[src/rtl/iram_axi_arb_pkg.sv]
// Shared types and constants for the two-master iram AXI4-Lite arbiter.
//   arb_state_e     : arbiter FSM state encoding
//   AXI_RESP_OKAY   : AXI OKAY response code
//   AXI_RESP_SLVERR : AXI SLVERR response code (used for response timeouts)
package iram_axi_arb_pkg;

    typedef enum logic [2:0] {
        ARB_IDLE  = 3'd0,
        ARB_WADDR = 3'd1,
        ARB_WRESP = 3'd2,
        ARB_RADDR = 3'd3,
        ARB_RRESP = 3'd4
    } arb_state_e;

    localparam logic [1:0] AXI_RESP_OKAY   = 2'b00;
    localparam logic [1:0] AXI_RESP_SLVERR = 2'b10;

endpackage

[src/rtl/iram_axi_arb_rr_arb2.sv]
// 2-way round-robin grant, purely combinational.
//   req[1:0] : request per master
//   lp       : index of the master granted last; the other one wins a tie
//   gnt      : index of the granted master (only meaningful when |req)
module rr_arb2 (
    input  logic [1:0] req,
    input  logic       lp,
    output logic       gnt
);

    always_comb begin
        gnt = 1'b0;
        case (req)
            2'b01:   gnt = 1'b0;
            2'b10:   gnt = 1'b1;
            2'b11:   gnt = ~lp;
            default: gnt = 1'b0;
        endcase
    end

endmodule

[src/rtl/iram_axi_arb.sv]
// Two-master AXI4-Lite arbiter in front of the iram slave port.
// M0 = core load/store path, M1 = debug/ISP loader. One transaction at a time;
// the granted master's AW/W or AR is forwarded to the slave and the B/R
// response is routed back. The non-owner sees all ready/valid outputs at 0.
// Ports:
//   clk, rst           : clock, asynchronous active-high reset
//   m0_axi_*, m1_axi_* : AXI4-Lite slave-side ports facing the two masters
//   s_axi_*            : AXI4-Lite master-side port toward iram
// Optional feature: define IRAM_ARB_TIMEOUT_EN to enable the response-wait
// timeout (TIMEOUT cycles, then a local SLVERR response to the owner).
module iram_axi_arb
    import iram_axi_arb_pkg::*;
#(
    parameter int ADDR_W  = 32,
    parameter int DATA_W  = 32,
    parameter int TIMEOUT = 255
) (
    input  logic                clk,
    input  logic                rst,
    // master 0
    input  logic [ADDR_W-1:0]   m0_axi_awaddr,
    input  logic [2:0]          m0_axi_awprot,
    input  logic                m0_axi_awvalid,
    output logic                m0_axi_awready,
    input  logic [DATA_W-1:0]   m0_axi_wdata,
    input  logic [DATA_W/8-1:0] m0_axi_wstrb,
    input  logic                m0_axi_wvalid,
    output logic                m0_axi_wready,
    output logic [1:0]          m0_axi_bresp,
    output logic                m0_axi_bvalid,
    input  logic                m0_axi_bready,
    input  logic [ADDR_W-1:0]   m0_axi_araddr,
    input  logic [2:0]          m0_axi_arprot,
    input  logic                m0_axi_arvalid,
    output logic                m0_axi_arready,
    output logic [DATA_W-1:0]   m0_axi_rdata,
    output logic [1:0]          m0_axi_rresp,
    output logic                m0_axi_rvalid,
    input  logic                m0_axi_rready,
    // master 1
    input  logic [ADDR_W-1:0]   m1_axi_awaddr,
    input  logic [2:0]          m1_axi_awprot,
    input  logic                m1_axi_awvalid,
    output logic                m1_axi_awready,
    input  logic [DATA_W-1:0]   m1_axi_wdata,
    input  logic [DATA_W/8-1:0] m1_axi_wstrb,
    input  logic                m1_axi_wvalid,
    output logic                m1_axi_wready,
    output logic [1:0]          m1_axi_bresp,
    output logic                m1_axi_bvalid,
    input  logic                m1_axi_bready,
    input  logic [ADDR_W-1:0]   m1_axi_araddr,
    input  logic [2:0]          m1_axi_arprot,
    input  logic                m1_axi_arvalid,
    output logic                m1_axi_arready,
    output logic [DATA_W-1:0]   m1_axi_rdata,
    output logic [1:0]          m1_axi_rresp,
    output logic                m1_axi_rvalid,
    input  logic                m1_axi_rready,
    // slave (iram)
    output logic [ADDR_W-1:0]   s_axi_awaddr,
    output logic [2:0]          s_axi_awprot,
    output logic                s_axi_awvalid,
    input  logic                s_axi_awready,
    output logic [DATA_W-1:0]   s_axi_wdata,
    output logic [DATA_W/8-1:0] s_axi_wstrb,
    output logic                s_axi_wvalid,
    input  logic                s_axi_wready,
    input  logic [1:0]          s_axi_bresp,
    input  logic                s_axi_bvalid,
    output logic                s_axi_bready,
    output logic [ADDR_W-1:0]   s_axi_araddr,
    output logic [2:0]          s_axi_arprot,
    output logic                s_axi_arvalid,
    input  logic                s_axi_arready,
    input  logic [DATA_W-1:0]   s_axi_rdata,
    input  logic [1:0]          s_axi_rresp,
    input  logic                s_axi_rvalid,
    output logic                s_axi_rready
);

    arb_state_e state_q, state_d;
    logic       own_q, own_d;
    logic       lp_q, lp_d;
    logic       to_q;          // response timeout has fired for this transaction

    logic [1:0] wreq, rreq;
    logic       gnt;

    // AW and W must be presented together to count as a write request
    assign wreq = {m1_axi_awvalid & m1_axi_wvalid, m0_axi_awvalid & m0_axi_wvalid};
    assign rreq = {m1_axi_arvalid, m0_axi_arvalid};

    rr_arb2 u_rr_arb2 (
        .req (wreq | rreq),
        .lp  (lp_q),
        .gnt (gnt)
    );

    // owner's request-side signals
    logic [ADDR_W-1:0]   sel_awaddr, sel_araddr;
    logic [2:0]          sel_awprot, sel_arprot;
    logic                sel_awvalid, sel_wvalid, sel_arvalid, sel_bready, sel_rready;
    logic [DATA_W-1:0]   sel_wdata;
    logic [DATA_W/8-1:0] sel_wstrb;

    assign sel_awaddr  = own_q ? m1_axi_awaddr  : m0_axi_awaddr;
    assign sel_awprot  = own_q ? m1_axi_awprot  : m0_axi_awprot;
    assign sel_awvalid = own_q ? m1_axi_awvalid : m0_axi_awvalid;
    assign sel_wdata   = own_q ? m1_axi_wdata   : m0_axi_wdata;
    assign sel_wstrb   = own_q ? m1_axi_wstrb   : m0_axi_wstrb;
    assign sel_wvalid  = own_q ? m1_axi_wvalid  : m0_axi_wvalid;
    assign sel_bready  = own_q ? m1_axi_bready  : m0_axi_bready;
    assign sel_araddr  = own_q ? m1_axi_araddr  : m0_axi_araddr;
    assign sel_arprot  = own_q ? m1_axi_arprot  : m0_axi_arprot;
    assign sel_arvalid = own_q ? m1_axi_arvalid : m0_axi_arvalid;
    assign sel_rready  = own_q ? m1_axi_rready  : m0_axi_rready;

    // owner's response-side signals, steered to one master below
    logic              o_awready, o_wready, o_bvalid, o_arready, o_rvalid;
    logic [1:0]        o_bresp, o_rresp;
    logic [DATA_W-1:0] o_rdata;

    always_comb begin
        state_d       = state_q;
        own_d         = own_q;
        lp_d          = lp_q;
        s_axi_awaddr  = '0;
        s_axi_awprot  = '0;
        s_axi_awvalid = 1'b0;
        s_axi_wdata   = '0;
        s_axi_wstrb   = '0;
        s_axi_wvalid  = 1'b0;
        s_axi_bready  = 1'b0;
        s_axi_araddr  = '0;
        s_axi_arprot  = '0;
        s_axi_arvalid = 1'b0;
        s_axi_rready  = 1'b0;
        o_awready     = 1'b0;
        o_wready      = 1'b0;
        o_bvalid      = 1'b0;
        o_bresp       = AXI_RESP_OKAY;
        o_arready     = 1'b0;
        o_rvalid      = 1'b0;
        o_rresp       = AXI_RESP_OKAY;
        o_rdata       = '0;
        case (state_q)
            ARB_IDLE: begin
                if (|(wreq | rreq)) begin
                    own_d   = gnt;
                    state_d = wreq[gnt] ? ARB_WADDR : ARB_RADDR;
                end
            end
            ARB_WADDR: begin
                s_axi_awaddr  = sel_awaddr;
                s_axi_awprot  = sel_awprot;
                s_axi_awvalid = sel_awvalid;
                s_axi_wdata   = sel_wdata;
                s_axi_wstrb   = sel_wstrb;
                s_axi_wvalid  = sel_wvalid;
                // AW and W are accepted together so the slave never sees a split write
                o_awready     = s_axi_awready & s_axi_wready;
                o_wready      = s_axi_awready & s_axi_wready;
                if (sel_awvalid && sel_wvalid && s_axi_awready && s_axi_wready)
                    state_d = ARB_WRESP;
            end
            ARB_WRESP: begin
                if (to_q) begin
                    o_bvalid = 1'b1;
                    o_bresp  = AXI_RESP_SLVERR;
                    if (sel_bready) begin
                        state_d = ARB_IDLE;
                        lp_d    = own_q;
                    end
                end else begin
                    o_bvalid     = s_axi_bvalid;
                    o_bresp      = s_axi_bresp;
                    s_axi_bready = sel_bready;
                    if (s_axi_bvalid && sel_bready) begin
                        state_d = ARB_IDLE;
                        lp_d    = own_q;
                    end
                end
            end
            ARB_RADDR: begin
                s_axi_araddr  = sel_araddr;
                s_axi_arprot  = sel_arprot;
                s_axi_arvalid = sel_arvalid;
                o_arready     = s_axi_arready;
                if (sel_arvalid && s_axi_arready)
                    state_d = ARB_RRESP;
            end
            ARB_RRESP: begin
                if (to_q) begin
                    o_rvalid = 1'b1;
                    o_rresp  = AXI_RESP_SLVERR;
                    if (sel_rready) begin
                        state_d = ARB_IDLE;
                        lp_d    = own_q;
                    end
                end else begin
                    o_rvalid     = s_axi_rvalid;
                    o_rresp      = s_axi_rresp;
                    o_rdata      = s_axi_rdata;
                    s_axi_rready = sel_rready;
                    if (s_axi_rvalid && sel_rready) begin
                        state_d = ARB_IDLE;
                        lp_d    = own_q;
                    end
                end
            end
            default: state_d = ARB_IDLE;
        endcase
    end

`ifdef IRAM_ARB_TIMEOUT_EN
    logic [7:0] cnt_q, cnt_d;
    logic       to_d;
    logic       resp_hs;

    assign resp_hs = (state_q == ARB_WRESP) ? (s_axi_bvalid & sel_bready)
                                            : (s_axi_rvalid & sel_rready);

    always_comb begin
        cnt_d = cnt_q;
        to_d  = to_q;
        if (state_d != state_q) begin
            // any state change either enters a response phase or leaves it
            cnt_d = 8'd0;
            to_d  = 1'b0;
        end else if ((state_q == ARB_WRESP || state_q == ARB_RRESP) && !to_q && !resp_hs) begin
            if (cnt_q == TIMEOUT[7:0])
                to_d = 1'b1;
            else
                cnt_d = cnt_q + 8'd1;
        end
    end

    always_ff @(posedge clk or posedge rst) begin
        if (rst) begin
            cnt_q <= 8'd0;
            to_q  <= 1'b0;
        end else begin
            cnt_q <= cnt_d;
            to_q  <= to_d;
        end
    end
`else
    assign to_q = 1'b0;
`endif

    always_ff @(posedge clk or posedge rst) begin
        if (rst) begin
            state_q <= ARB_IDLE;
            own_q   <= 1'b0;
            lp_q    <= 1'b1;    // M0 wins the first tie
        end else begin
            state_q <= state_d;
            own_q   <= own_d;
            lp_q    <= lp_d;
        end
    end

    assign m0_axi_awready = ~own_q & o_awready;
    assign m0_axi_wready  = ~own_q & o_wready;
    assign m0_axi_bvalid  = ~own_q & o_bvalid;
    assign m0_axi_bresp   = own_q ? 2'b00 : o_bresp;
    assign m0_axi_arready = ~own_q & o_arready;
    assign m0_axi_rvalid  = ~own_q & o_rvalid;
    assign m0_axi_rresp   = own_q ? 2'b00 : o_rresp;
    assign m0_axi_rdata   = own_q ? '0 : o_rdata;

    assign m1_axi_awready = own_q & o_awready;
    assign m1_axi_wready  = own_q & o_wready;
    assign m1_axi_bvalid  = own_q & o_bvalid;
    assign m1_axi_bresp   = own_q ? o_bresp : 2'b00;
    assign m1_axi_arready = own_q & o_arready;
    assign m1_axi_rvalid  = own_q & o_rvalid;
    assign m1_axi_rresp   = own_q ? o_rresp : 2'b00;
    assign m1_axi_rdata   = own_q ? o_rdata : '0;

endmodule

[config.mk]
export PLATFORM = sky130hd
export DESIGN_NAME = iram_axi_arb
export DESIGN_NICKNAME = d
export VERILOG_FILES = /design/src/rtl/iram_axi_arb_pkg.sv /design/src/rtl/iram_axi_arb_rr_arb2.sv /design/src/rtl/iram_axi_arb.sv
export SDC_FILE = /design/constraint.sdc
export NUM_CORES = 1
export LEC_CHECK = 0
export CAP_MARGIN = 0
export CORE_AREA = 4 4 175 177
export DETAILED_ROUTE_END_ITERATION = 16
export DIE_AREA = 0 0 179 181
export HOLD_SLACK_MARGIN = 0.15
export PLACE_DENSITY = 0.51
export SYNTH_ARGS = -nofsm -noshare
export SYNTH_HDL_FRONTEND = slang
export SYNTH_SLANG_ARGS = --single-unit
[constraint.sdc]
create_clock -name clk -period 2.1 [get_ports clk]
set_clock_uncertainty 0.2 [all_clocks]
set_input_delay 0.63 -clock clk [delete_from_list [all_inputs] [get_ports clk]]
set_output_delay 0.63 -clock clk [all_outputs]
set_load 0.05 [all_outputs]
==> results.py <==
metrics = {
    "timing": {
        "setup_viol": 193,
        "tightest_slew_ps": 327,
        "max_clock_freq_mhz": 406,
        "rsz0062_at_grt": "yes",
        "fin_crit_sh": 1.17,
        "setup_ws_ps": -364,
        "relSlewSlack": 0.776,
        "fin_crit_ps": 2460,
        "setup-tns-final_ps": -55790,
        "hold_violations": 0,
        "slew_viol_final": 0,
    },
    "routing": {
        "wire_per_inst_um": 17.9,
        "vias": 4715,
        "drt_iter0_markers": 58,
        "ant_nets": 0,
        "routed_via_density": 3.66,
        "drc": 0,
        "dr.pass1.iters": 4,
        "routed_wl_um": 23100,
    },
    "power": {
        "p_sw_frac": 0.487,
        "p_leak_nw": 4.67,
        "p_seq_frac": 0.019,
        "intPower_mw": 6.35,
        "power_density_nw_per_um2": 1010,
        "power_frac_comb": 0.956,
        "switchingPower_mw": 6.03,
        "clockPowerShare": 0.025,
        "peakVddDrop_v": 0.000508,
        "power_mw": 12.4,
    },
    "critical_path": {
        "end_kind": "output pin",
        "critical_path_required_ps": 1270,
        "critPathArrivalTime_ps": 1630,
        "r2r_slack_ps": 0,
        "critPathMaxFanout": 14,
        "crit_path_start_kind": "register",
        "crit_type": "reg -> out",
    },
    "clocking": {
        "htreeDepth": 1,
        "cts_root_buffer": "clkbuf_16",
        "clk_pin_slew_ps": 30,
        "cts_num_sinks": 5,
        "insertion_delay_ps": 230,
        "cts_tree": "yes",
        "cts_hold_buf": 0,
        "cts_buffers": 3,
        "clockBufferDepth": 2,
    },
    "flow_run": {
        "max_cap_violations": 0,
    },
    "synth": {
        "synth-xor-area-share": 0,
        "synth_nets": 648,
        "ys_seq_area_frac": 0.0485,
        "synth_top_family_by_area": "multiplexers",
        "synth_mux_area_frac": 0.436,
        "syn_area_per_cell_sq_um": 6.80,
        "synth_simple_gate_area_frac": 0.394,
        "synthCells": 383,
        "syn_area_sq_um": 2600,
        "synth_top_area_share": 0.423,
        "synth_area_leaders": "mux2i_1 42%, nor2_1 17%, and2_1 17%",
        "ys_types": 33,
        "yosysTopAreaCell": "mux2i_1",
        "ys_seq_elements": 5,
        "yosys.area_share.adder": 0,
        "synth_compound_area_frac": 0.0447,
        "yosys_warnings": 0,
    },
    "final_layout": {
        "multi_input_area_sq_um": 3960,
        "fin_nets": 1164,
        "areaGrowthSynthToFinish_pct": 372,
        "fillers": 2712,
        "seq_area_sq_um": 133,
        "diodes": 0,
        "drive_gt1_frac": 0.647,
    },
    "grt": {
        "track_usage": 0.128,
        "grt_max_degree": 36,
        "grt_pass1_vias": 5047,
        "antenna_found_initial": 0,
        "grt_pass1_wl_um": 31400,
        "overflow": 0,
    },
    "run_status": {
        "violations": "negative setup slack",
        "status": "complete, but fails checks",
    },
    "die": {
        "initial_utilization": 0.0891,
        "num_rows": 63,
        "chipWidth_um": 179,
        "pin_count": 458,
        "core_sq_um": 29200,
        "dieArea_sq_um": 32400,
        "die_h_um": 181,
    },
    "placement": {
        "io_buffers": 457,
        "hpwlAfterDp_um": 19700,
        "gp_congestion": 0.794,
    },
    "hold_path": {
        "worstHoldPathType": "in -> async",
    },
}
==> state kept, by name (all words and copies together), names as in the netlist <==
name / cells
own_q: 1
lp_q: 1
state_q: 3
==> per-layer routing <==
| layer | vias up | track usage | wire length, um |
|---|---|---|---|
| li1 | 2326 | - | - |
| met1 | 2134 | 0.137 | 8110 |
| met2 | 241 | 0.250 | 12700 |
| met3 | 14 | 0.0356 | 1970 |
| met4 | 0 | 0.0166 | 371 |
| met5 | - | 0 | 0 |
==> Yosys cell counts <==
cell	instances
a21o_1	1
a21oi_1	5
a221o_1	1
a32oi_1	1
and2_1	70
and2b_1	1
and3_1	6
buf_1	7
buf_2	8
buf_4	9
buf_6	2
clkbuf_1	9
dfrtp_1	4
dfstp_2	1
inv_1	3
mux2_2	1
mux2i_1	110
mux2i_4	1
nand2_1	6
nand2b_1	2
nand3b_1	1
nand4bb_1	1
nor2_1	117
nor2_2	1
nor2b_1	2
nor3_1	5
o21ai_0	1
o21ai_1	1
o221ai_2	1
o311ai_2	1
o31ai_1	2
o32ai_1	1
or3_1	1
==> placed cells by master, fill, tap and decap left out, types with 7 or more instances in the layout <==
| cell type | instances |
|---|---|
| and2_4 | 64 |
| dlygate4sd2_1 | 18 |
| clkdlybuf4s50_1 | 239 |
| buf_12 | 215 |
| mux2i_1 | 24 |
| mux2i_4 | 28 |
| buf_4 | 49 |
| dlymetal6s2s_1 | 7 |
| mux2i_2 | 59 |
| buf_6 | 8 |
| nor2_2 | 9 |
| nor2_4 | 106 |
==> layout make-up <==
cell class,count,share of cell area
clock buffers,4,0.00641
inverters,3,0.00122
multi-input cells,341,0.322
flip-flops and latches,5,0.0108
well taps,390,0.0397
repair buffers,545,0.620
==> what timing repair did <==
action	in CTS	in global routing
gates resized for setup	110	87
endpoints found under the setup margin	195	196
cloned	4	3
pin swaps	20	13
buffers inserted	6	5
==> critical path, cell delays in order (launching register included) <==
cell and delay [ps]:
dfrtp_4 510, buf_12 170, buf_12 170, mux2i_1 130
buf_4 140, nor2_4 120, buf_12 140
==> worst paths after layout <==
| check | from | end | cells past startpoint |
|---|---|---|---|
| setup reg to reg | own_q$_DFFE_PP0P_ | state_q[0]$_DFFE_PP0P_ | 7 |
| min in group clk | lp_q$_DFFE_PP1P_ | lp_q$_DFFE_PP1P_ | 1 |
| hold / removal | rst | state_q[2]$_DFFE_PP0P_ | 2 |
| setup / recovery | own_q$_DFFE_PP0P_ | s_axi_wdata[21] | 6 |
| hold reg to reg | lp_q$_DFFE_PP1P_ | lp_q$_DFFE_PP1P_ | 1 |
| max in group asynchronous | rst | lp_q$_DFFE_PP1P_ | 2 |
==> stage by stage <==
| stage | cell area, sq um | worst slack (ps) | hold WS (ps) | std cells | utilization |
|---|---|---|---|---|---|
| 2_1_floorplan | 3690 | -281 | 208 | 383 | - |
| 3_3_place_gp | 11200 | -541 | 437 | 1271 | 0.384 |
| 3_5_place_dp | 11200 | -546 | 437 | 1271 | 0.384 |
| 4_1_cts | 11800 | -373 | 445 | 1282 | 0.403 |
| 5_1_grt | 12300 | -405 | 463 | 1288 | 0.420 |
| 6_report | 12300 | -364 | 436 | 1288 | 0.420 |
==> power by group through the flow <==
stage	registers, mW	clock network, mW	logic (mW)
final	0.236	0.314	11.8
after global routing	0.240	0.321	12.3
after CTS	0.228	0.316	11.2
after detailed placement	0.218	0	10.4
after global placement	0.218	0	10.4
after floorplan	0.180	0	5.51
==> kinds of logic (layout without fill, tap and decap cells) <==
logic type / count (synthesis) / count (layout)
AND/OR/NAND/NOR: 213 / 214
buffers and inverters: 38 / 552
multiplexers: 112 / 112
AO/OA/AOI/OAI: 15 / 15
flip-flops: 5 / 5
No activity file was read; power rests on OpenSTA's default activity.
